`src/rtl/decode_stage.sv`:
```
// decode_stage: RV32I decode between fetch and execute.
// Decodes the fetched instruction, reads the register bank and registers
// the operands for execute behind a valid/ready handshake.
// Optional build macro LOAD_USE_STALL_EN: when defined, an instruction that
// reads the destination of a load still held in the output register is
// held back until that load has left (one bubble). When undefined there is
// no interlock and load-use distance is left to software.
module decode_stage #(
  parameter int NUMREGS   = 32,
  parameter int DATAWIDTH = 32
) (
  input  logic                         clk_i,
  input  logic                         rst_i,
  input  logic                         flush_i,
  input  logic                         if_valid_i,
  output logic                         if_ready_o,
  input  logic [31:0]                  if_instr_i,
  input  logic [31:0]                  if_pc_i,
  output logic                         re_a_o,
  output logic                         re_b_o,
  output logic [$clog2(NUMREGS):0]     raddr_a_o,
  output logic [$clog2(NUMREGS):0]     raddr_b_o,
  input  logic [DATAWIDTH-1:0]         rdata_a_i,
  input  logic [DATAWIDTH-1:0]         rdata_b_i,
  output logic                         ex_valid_o,
  input  logic                         ex_ready_i,
  output logic [31:0]                  ex_pc_o,
  output logic [DATAWIDTH-1:0]         ex_rs1_o,
  output logic [DATAWIDTH-1:0]         ex_rs2_o,
  output logic [DATAWIDTH-1:0]         ex_imm_o,
  output logic [$clog2(NUMREGS):0]     ex_rd_o,
  output logic                         ex_we_o,
  output logic [6:0]                   ex_opcode_o,
  output logic [2:0]                   ex_funct3_o,
  output logic                         ex_funct7b5_o,
  output logic                         ex_is_load_o,
  output logic                         ex_illegal_o
);

  localparam int AW = $clog2(NUMREGS) + 1;

  localparam logic [6:0] OP_LUI    = 7'b0110111;
  localparam logic [6:0] OP_AUIPC  = 7'b0010111;
  localparam logic [6:0] OP_JAL    = 7'b1101111;
  localparam logic [6:0] OP_JALR   = 7'b1100111;
  localparam logic [6:0] OP_BRANCH = 7'b1100011;
  localparam logic [6:0] OP_LOAD   = 7'b0000011;
  localparam logic [6:0] OP_STORE  = 7'b0100011;
  localparam logic [6:0] OP_OPIMM  = 7'b0010011;
  localparam logic [6:0] OP_OP     = 7'b0110011;

  // Everything execute sees besides the valid bit.
  typedef struct packed {
    logic [31:0]          pc;
    logic [DATAWIDTH-1:0] rs1;
    logic [DATAWIDTH-1:0] rs2;
    logic [DATAWIDTH-1:0] imm;
    logic [AW-1:0]        rd;
    logic                 we;
    logic [6:0]           opcode;
    logic [2:0]           funct3;
    logic                 funct7b5;
    logic                 is_load;
    logic                 illegal;
  } ex_pkt_t;

  ex_pkt_t     ex_q, ex_d, dec_pkt;
  logic        ex_valid_q, ex_valid_d;
  logic        use_a, use_b, legal, writes, is_load;
  logic [31:0] imm32;
  logic [6:0]  opc;
  logic [31:0] ins;
  logic        adv, stall, xfer;

  assign ins = if_instr_i;
  assign opc = ins[6:0];

  // Opcode classification and immediate formation.
  always_comb begin
    use_a   = 1'b0;
    use_b   = 1'b0;
    legal   = 1'b1;
    writes  = 1'b0;
    is_load = 1'b0;
    imm32   = '0;
    case (opc)
      OP_LUI, OP_AUIPC: begin
        writes = 1'b1;
        imm32  = {ins[31:12], 12'b0};
      end
      OP_JAL: begin
        writes = 1'b1;
        imm32  = {{11{ins[31]}}, ins[31], ins[19:12], ins[20], ins[30:21], 1'b0};
      end
      OP_JALR: begin
        writes = 1'b1;
        use_a  = 1'b1;
        imm32  = {{20{ins[31]}}, ins[31:20]};
      end
      OP_BRANCH: begin
        use_a = 1'b1;
        use_b = 1'b1;
        imm32 = {{19{ins[31]}}, ins[31], ins[7], ins[30:25], ins[11:8], 1'b0};
      end
      OP_LOAD: begin
        writes  = 1'b1;
        use_a   = 1'b1;
        is_load = 1'b1;
        imm32   = {{20{ins[31]}}, ins[31:20]};
      end
      OP_STORE: begin
        use_a = 1'b1;
        use_b = 1'b1;
        imm32 = {{20{ins[31]}}, ins[31:25], ins[11:7]};
      end
      OP_OPIMM: begin
        writes = 1'b1;
        use_a  = 1'b1;
        imm32  = {{20{ins[31]}}, ins[31:20]};
      end
      OP_OP: begin
        writes = 1'b1;
        use_a  = 1'b1;
        use_b  = 1'b1;
      end
      default: legal = 1'b0;
    endcase
  end

  assign re_a_o    = if_valid_i & use_a;
  assign re_b_o    = if_valid_i & use_b;
  assign raddr_a_o = AW'(ins[19:15]);
  assign raddr_b_o = AW'(ins[24:20]);

  // Packet captured on a transfer; unread operands are zeroed.
  always_comb begin
    dec_pkt          = '0;
    dec_pkt.pc       = if_pc_i;
    dec_pkt.rs1      = re_a_o ? rdata_a_i : '0;
    dec_pkt.rs2      = re_b_o ? rdata_b_i : '0;
    dec_pkt.imm      = DATAWIDTH'($signed(imm32));
    dec_pkt.rd       = AW'(ins[11:7]);
    dec_pkt.we       = writes & (ins[11:7] != 5'd0);
    dec_pkt.opcode   = opc;
    dec_pkt.funct3   = ins[14:12];
    dec_pkt.funct7b5 = ins[30];
    dec_pkt.is_load  = is_load;
    dec_pkt.illegal  = ~legal;
  end

`ifdef LOAD_USE_STALL_EN
  assign stall = ex_valid_q & ex_q.is_load & (ex_q.rd != '0) &
                 (((ex_q.rd == raddr_a_o) & re_a_o) | ((ex_q.rd == raddr_b_o) & re_b_o));
`else
  assign stall = 1'b0;
`endif

  assign adv        = ex_ready_i | ~ex_valid_q;
  assign if_ready_o = adv & ~stall & ~flush_i & ~rst_i;
  assign xfer       = if_valid_i & if_ready_o;

  // Next state: flush kills, advance loads or bubbles, otherwise hold.
  always_comb begin
    ex_d       = ex_q;
    ex_valid_d = ex_valid_q;
    if (flush_i) begin
      ex_valid_d = 1'b0;
    end else if (adv) begin
      ex_valid_d = xfer;
      if (xfer) ex_d = dec_pkt;
    end
  end

  // Output register with asynchronous reset.
  always_ff @(posedge clk_i or posedge rst_i) begin
    if (rst_i) begin
      ex_q       <= '0;
      ex_valid_q <= 1'b0;
    end else begin
      ex_q       <= ex_d;
      ex_valid_q <= ex_valid_d;
    end
  end

  assign ex_valid_o    = ex_valid_q;
  assign ex_pc_o       = ex_q.pc;
  assign ex_rs1_o      = ex_q.rs1;
  assign ex_rs2_o      = ex_q.rs2;
  assign ex_imm_o      = ex_q.imm;
  assign ex_rd_o       = ex_q.rd;
  assign ex_we_o       = ex_q.we;
  assign ex_opcode_o   = ex_q.opcode;
  assign ex_funct3_o   = ex_q.funct3;
  assign ex_funct7b5_o = ex_q.funct7b5;
  assign ex_is_load_o  = ex_q.is_load;
  assign ex_illegal_o  = ex_q.illegal;

endmodule

```
`config.mk`:
```
export PLATFORM = sky130hd
export DESIGN_NAME = decode_stage
export DESIGN_NICKNAME = d
export VERILOG_FILES = /design/src/rtl/decode_stage.sv
export SDC_FILE = /design/constraint.sdc
export NUM_CORES = 1
export LEC_CHECK = 0
export ABC_AREA = 1
export BUFFER_PORTS_ARGS = -buffer_cell sky130_fd_sc_hd__clkbuf_2
export CAP_MARGIN = 20
export CORE_ASPECT_RATIO = 0.5
export CORE_UTILIZATION = 35
export CTS_CLUSTER_DIAMETER = 120
export DETAILED_ROUTE_END_ITERATION = 12
export PLACE_DENSITY_LB_ADDON = 0.3
export SYNTH_ARGS = -nofsm -noshare
export SYNTH_HDL_FRONTEND = slang
export SYNTH_SLANG_ARGS = --single-unit
```
`constraint.sdc`:
```
create_clock -name clk_i -period 4.7 [get_ports clk_i]
set_input_delay 0.94 -clock clk_i [delete_from_list [all_inputs] [get_ports clk_i]]
set_output_delay 0.94 -clock clk_i [all_outputs]
set_load 0.05 [all_outputs]
```
==> impl_table.tex <==
\begin{tabular}{lr}
\hline
Metric & Value \\
\hline
\multicolumn{2}{l}{\textbf{Global routing}} \\
Via count of the first global-routing pass & between 5000 and 6000 \\
Wire length of the first global-routing pass & $\sim$30000 um \\
Total global-route track usage & 0.1928 \\
Pin count of the biggest net entering global routing & between 80 and 90 \\
Initial antenna violation count & 0 \\
Congestion Overflow GR & 0 \\
\multicolumn{2}{l}{\textbf{Synth}} \\
Number of synthesized register bits & 148 \\
Synthesis warning total & 0 \\
Most repeated cell in the gate-level netlist after synthesis & sky130\_fd\_sc\_hd\_\_nand2\_1 \\
Cells taking the most area after synthesis & sky130\_fd\_sc\_hd\_\_dfrtp\_1 (56\%), sky130\_fd\_sc\_hd\_\_nand2\_1 (21\%), sky130\_fd\_sc\_hd\_\_nand3\_1 (6.9\%) \\
Cell Area, Synth & 6608 sq um \\
Average cell area after synthesis & about 8.6 sq um \\
Number of flops mapped to enable cells by yosys & 0 \\
Fraction of registers with async set or reset after synthesis & 1.000 \\
Portion of synthesized cell area occupied by the leading cell type & 0.5605 \\
Synthesized netlist cell count & between 700 and 800 \\
Most common library cells after synthesis & sky130\_fd\_sc\_hd\_\_nand2\_1 (375), sky130\_fd\_sc\_hd\_\_dfrtp\_1 (148), sky130\_fd\_sc\_hd\_\_nand3\_1 (91) \\
Post-synthesis cell type with the largest combined area & sky130\_fd\_sc\_hd\_\_dfrtp\_1 \\
Count of cell types in the netlist & 29 \\
Primary FF master, synth & sky130\_fd\_sc\_hd\_\_dfrtp\_1 \\
Part of the Yosys area used for sequential elements & 0.5605 \\
\multicolumn{2}{l}{\textbf{STA}} \\
Final TNS setup & 0 ns \\
Unrepaired setup endpoints after global routing & false \\
Pin slew with the least headroom to its limit & 0.9792 ns \\
Hold slack & about 0.47 ns \\
Share of the clock period used by the worst path after layout & 0.7309 \\
Number of setup violations in the final report & 0 \\
Number of failing hold endpoints at the final stage & 0 \\
Number of max-slew violations in the final report & 0 \\
Upper clock frequency limit & around 290 MHz \\
Period minus WS final & approximately 3.4 ns \\
Setup skew after layout & roughly 0.0085 ns \\
Max-slew headroom & 0.3472 \\
\multicolumn{2}{l}{\textbf{Hold path}} \\
Hold/Removal Path Class & reg -> reg \\
\multicolumn{2}{l}{\textbf{Worst setup path}} \\
Path type of the worst setup path & in -> out \\
Flop-to-flop setup slack & 2.29 ns \\
Capture point of the worst path & re\_a\_o \\
Maximum fanout along the worst path & 33 \\
Cell occurring most often along the worst timing path & sky130\_fd\_sc\_hd\_\_clkbuf\_2 \\
Beginning of the worst register-to-register path & ex\_valid\_o\$\_DFFE\_PP0P\_ \\
Critical Path Start Type & input port \\
CP Data Required Time & approximately 3.8 ns \\
Crit-path cells & clkbuf\_2 > inv\_1 > nand2\_1 > nor2\_8 > nand3\_2 > nand2\_4 > nor2\_4 > nor2\_1 > clkbuf\_2 \\
Max stage delay cell, worst path & sky130\_fd\_sc\_hd\_\_nand2\_4 \\
Endpoint of the worst-slack reg-to-reg timing path & ex\_rs2\_o[14]\$\_DFFE\_PP0P\_ \\
Crit end category & primary output \\
Reg2Reg Depth & 7 \\
Slowest Stage Delay on Critical Path & 0.33 ns \\
Startpoint of the worst setup timing path & if\_instr\_i[3] \\
Arrival time of the worst setup path & 2.50 ns \\
\multicolumn{2}{l}{\textbf{Floorplan}} \\
Die Wd & slightly below 200 um \\
Core box area & roughly 18000 sq um \\
Top Ports & between 200 and 300 \\
Count of standard-cell rows & 35 \\
Height of the die & slightly below 100 um \\
Overall die area & 19470 sq um \\
Starting Density & 0.3584 \\
\multicolumn{2}{l}{\textbf{CTS}} \\
TritonCTS clock tree & yes \\
Number of gates resized after CTS & 0 \\
Maximum buffer depth of the clock tree & 2 \\
\# hold bufs at CTS & 0 \\
Worst-skew pair later-pin latency & just over 0.4 ns \\
Number of buffers inserted to repair setup after CTS & 0 \\
CTS Sinks & 148 \\
TritonCTS buffer count & 17 \\
Max H-tree Level & 4 \\
Clock transition time at the flip-flop clock pins of the worst setup and hold paths & around 0.060 ns \\
Root buffer selected by CTS & sky130\_fd\_sc\_hd\_\_clkbuf\_16 \\
\multicolumn{2}{l}{\textbf{Drt}} \\
Total wirelength of the detailed-routed design & approximately 19000 um \\
Initial drt markers & between 300 and 400 \\
Routed length on met3 & slightly below 800 um \\
Detailed-routing wirelength on met1 & $\sim$8400 um \\
First-pass iteration count of the detailed router & 5 \\
Highest metal layer with signal wires & met4 \\
Met2 wire len & between 9000 and 10000 um \\
Final antenna-violating net count & 0 \\
Post-detailed-route DRC marker count & 0 \\
Via count & roughly 6000 \\
Via-to-Cell Ratio & 4.589 \\
Routed WL per cell & between 10 and 15 um \\
\multicolumn{2}{l}{\textbf{Placed design}} \\
Port bufs & just under 300 \\
DP Wirelength & between 10000 and 15000 um \\
Final estimated routing congestion in global placement & 0.8155 \\
Cell Count Post-Placement & 1275 \\
\multicolumn{2}{l}{\textbf{Pwr}} \\
Areal power density over the cells & 404.1 nW/um\^{}2 \\
Highest ir drop seen on vdd & 221.3 uV \\
Static Leak & between 5 and 6 nW \\
\multicolumn{2}{l}{\textbf{Outcome}} \\
Result of the run & finished clean \\
\multicolumn{2}{l}{\textbf{Final layout}} \\
Layout cell share with drive strength beyond 1 & 0.3527 \\
Area delta synth->final & 32.65\% \\
Final net count & $\sim$1200 \\
Number of antenna cells inserted & 0 \\
Non-filler instance count after layout & between 1000 and 1500 \\
\multicolumn{2}{l}{\textbf{Job}} \\
Max cap viols & 0 \\
\hline
\end{tabular}
[routing by layer]
| metal | vias up | global-route usage |
|---|---|---|
| li1 | 2956 | - |
| met3 | 18 | 0.03832 |
| met2 | 165 | 0.3292 |
| met1 | 2863 | 0.2500 |
| met4 | 0 | 0.05529 |
| met5 | - | 0 |
[cell families (layout without fill, tap and decap cells)]
family | after synthesis | count (layout) | synth area share
AO/OA/AOI/OAI | 27 | 27 | 0.02121
flip-flops | 148 | 148 | 0.5605
other | 1 | 3 | 0.0005675
AND/OR/NAND/NOR | 517 | 517 | 0.3552
buffers and inverters | 78 | 354 | 0.06249
[cell usage in the layout, fill, tap and decap left out, types with 2 or more instances in the layout]
master,instances
sky130_fd_sc_hd__nand2_1,375
sky130_fd_sc_hd__clkbuf_2,293
sky130_fd_sc_hd__dfrtp_1,148
sky130_fd_sc_hd__nand3_1,91
sky130_fd_sc_hd__o21ai_0,22
sky130_fd_sc_hd__nand3_2,21
sky130_fd_sc_hd__inv_1,17
sky130_fd_sc_hd__clkbuf_16,17
sky130_fd_sc_hd__nand4_1,8
sky130_fd_sc_hd__nor2_1,6
sky130_fd_sc_hd__nand2_4,5
sky130_fd_sc_hd__clkinvlp_4,5
sky130_fd_sc_hd__buf_4,5
sky130_fd_sc_hd__nor2_4,4
sky130_fd_sc_hd__conb_1,3
sky130_fd_sc_hd__bufinv_16,3
sky130_fd_sc_hd__clkbuf_1,3
sky130_fd_sc_hd__inv_2,2
sky130_fd_sc_hd__nor2_8,2
sky130_fd_sc_hd__inv_6,2
sky130_fd_sc_hd__a21oi_1,2
sky130_fd_sc_hd__clkinv_4,2
sky130_fd_sc_hd__clkinv_2,2
[through the flow]
stage / cell area, sq um / util / total power [mW] / setup slack, ns
after global routing: 8765 / 0.4754 / 3.698 / 1.118
after CTS: 8737 / 0.4739 / 3.588 / 1.236
final: 8765 / 0.4754 / 3.542 / 1.265
after detailed placement: 8144 / 0.4417 / 2.185 / 1.239
after floorplan: 6619 / - / 1.970 / 1.584
after global placement: 8144 / 0.4417 / 2.178 / 1.294
[critical path: cells and delay by family]
kind,cells,cell delay (ns)
buffers and inverters,3,0.48
and+or+nand+nor,6,1.06
[how the worst min path moves through the flow]
stage	from	end	slack (ns)	depth (start not counted)
6_report	ex_pc_o[21]$_DFFE_PP0P_	ex_pc_o[21]$_DFFE_PP0P_	0.47	2
4_1_cts	ex_pc_o[21]$_DFFE_PP0P_	ex_pc_o[21]$_DFFE_PP0P_	0.47	2
3_3_place_gp	ex_pc_o[6]$_DFFE_PP0P_	ex_pc_o[6]$_DFFE_PP0P_	0.45	2
5_1_grt	ex_pc_o[26]$_DFFE_PP0P_	ex_pc_o[26]$_DFFE_PP0P_	0.49	2
2_1_floorplan	ex_pc_o[0]$_DFFE_PP0P_	ex_pc_o[0]$_DFFE_PP0P_	0.75	2
3_5_place_dp	ex_pc_o[21]$_DFFE_PP0P_	ex_pc_o[21]$_DFFE_PP0P_	0.46	2
[cell type report]
type / count / area [sq um]
clock buffer: 20 / 436.7
clock inverter: 12 / 156.4
fill: 1835 / 9672
inverter: 22 / 93.84
multi-input combinational: 547 / 2499
sequential: 148 / 3704
tap: 259 / 324.1
timing repair buffer: 300 / 1551
[power by group]
part	internal (mW)	total, mW	switching, mW	leakage [nW]
clock network	0.837	1.38	0.546	0.277
registers	1.37	1.42	0.0521	1.98
logic	0.160	0.737	0.577	2.96
total	2.37	3.54	1.18	5.22
[sequential cells by signal (all words and copies together) (netlist names)]
register	cells
ex_illegal_o	1
ex_imm_o	32
ex_is_load_o	1
ex_rs2_o	32
ex_rd_o	5
ex_opcode_o	7
ex_we_o	1
ex_rs1_o	32
ex_pc_o	32
ex_funct7b5_o	1
ex_funct3_o	3
ex_valid_o	1
Note: power is estimated with default switching activity, not from simulation.
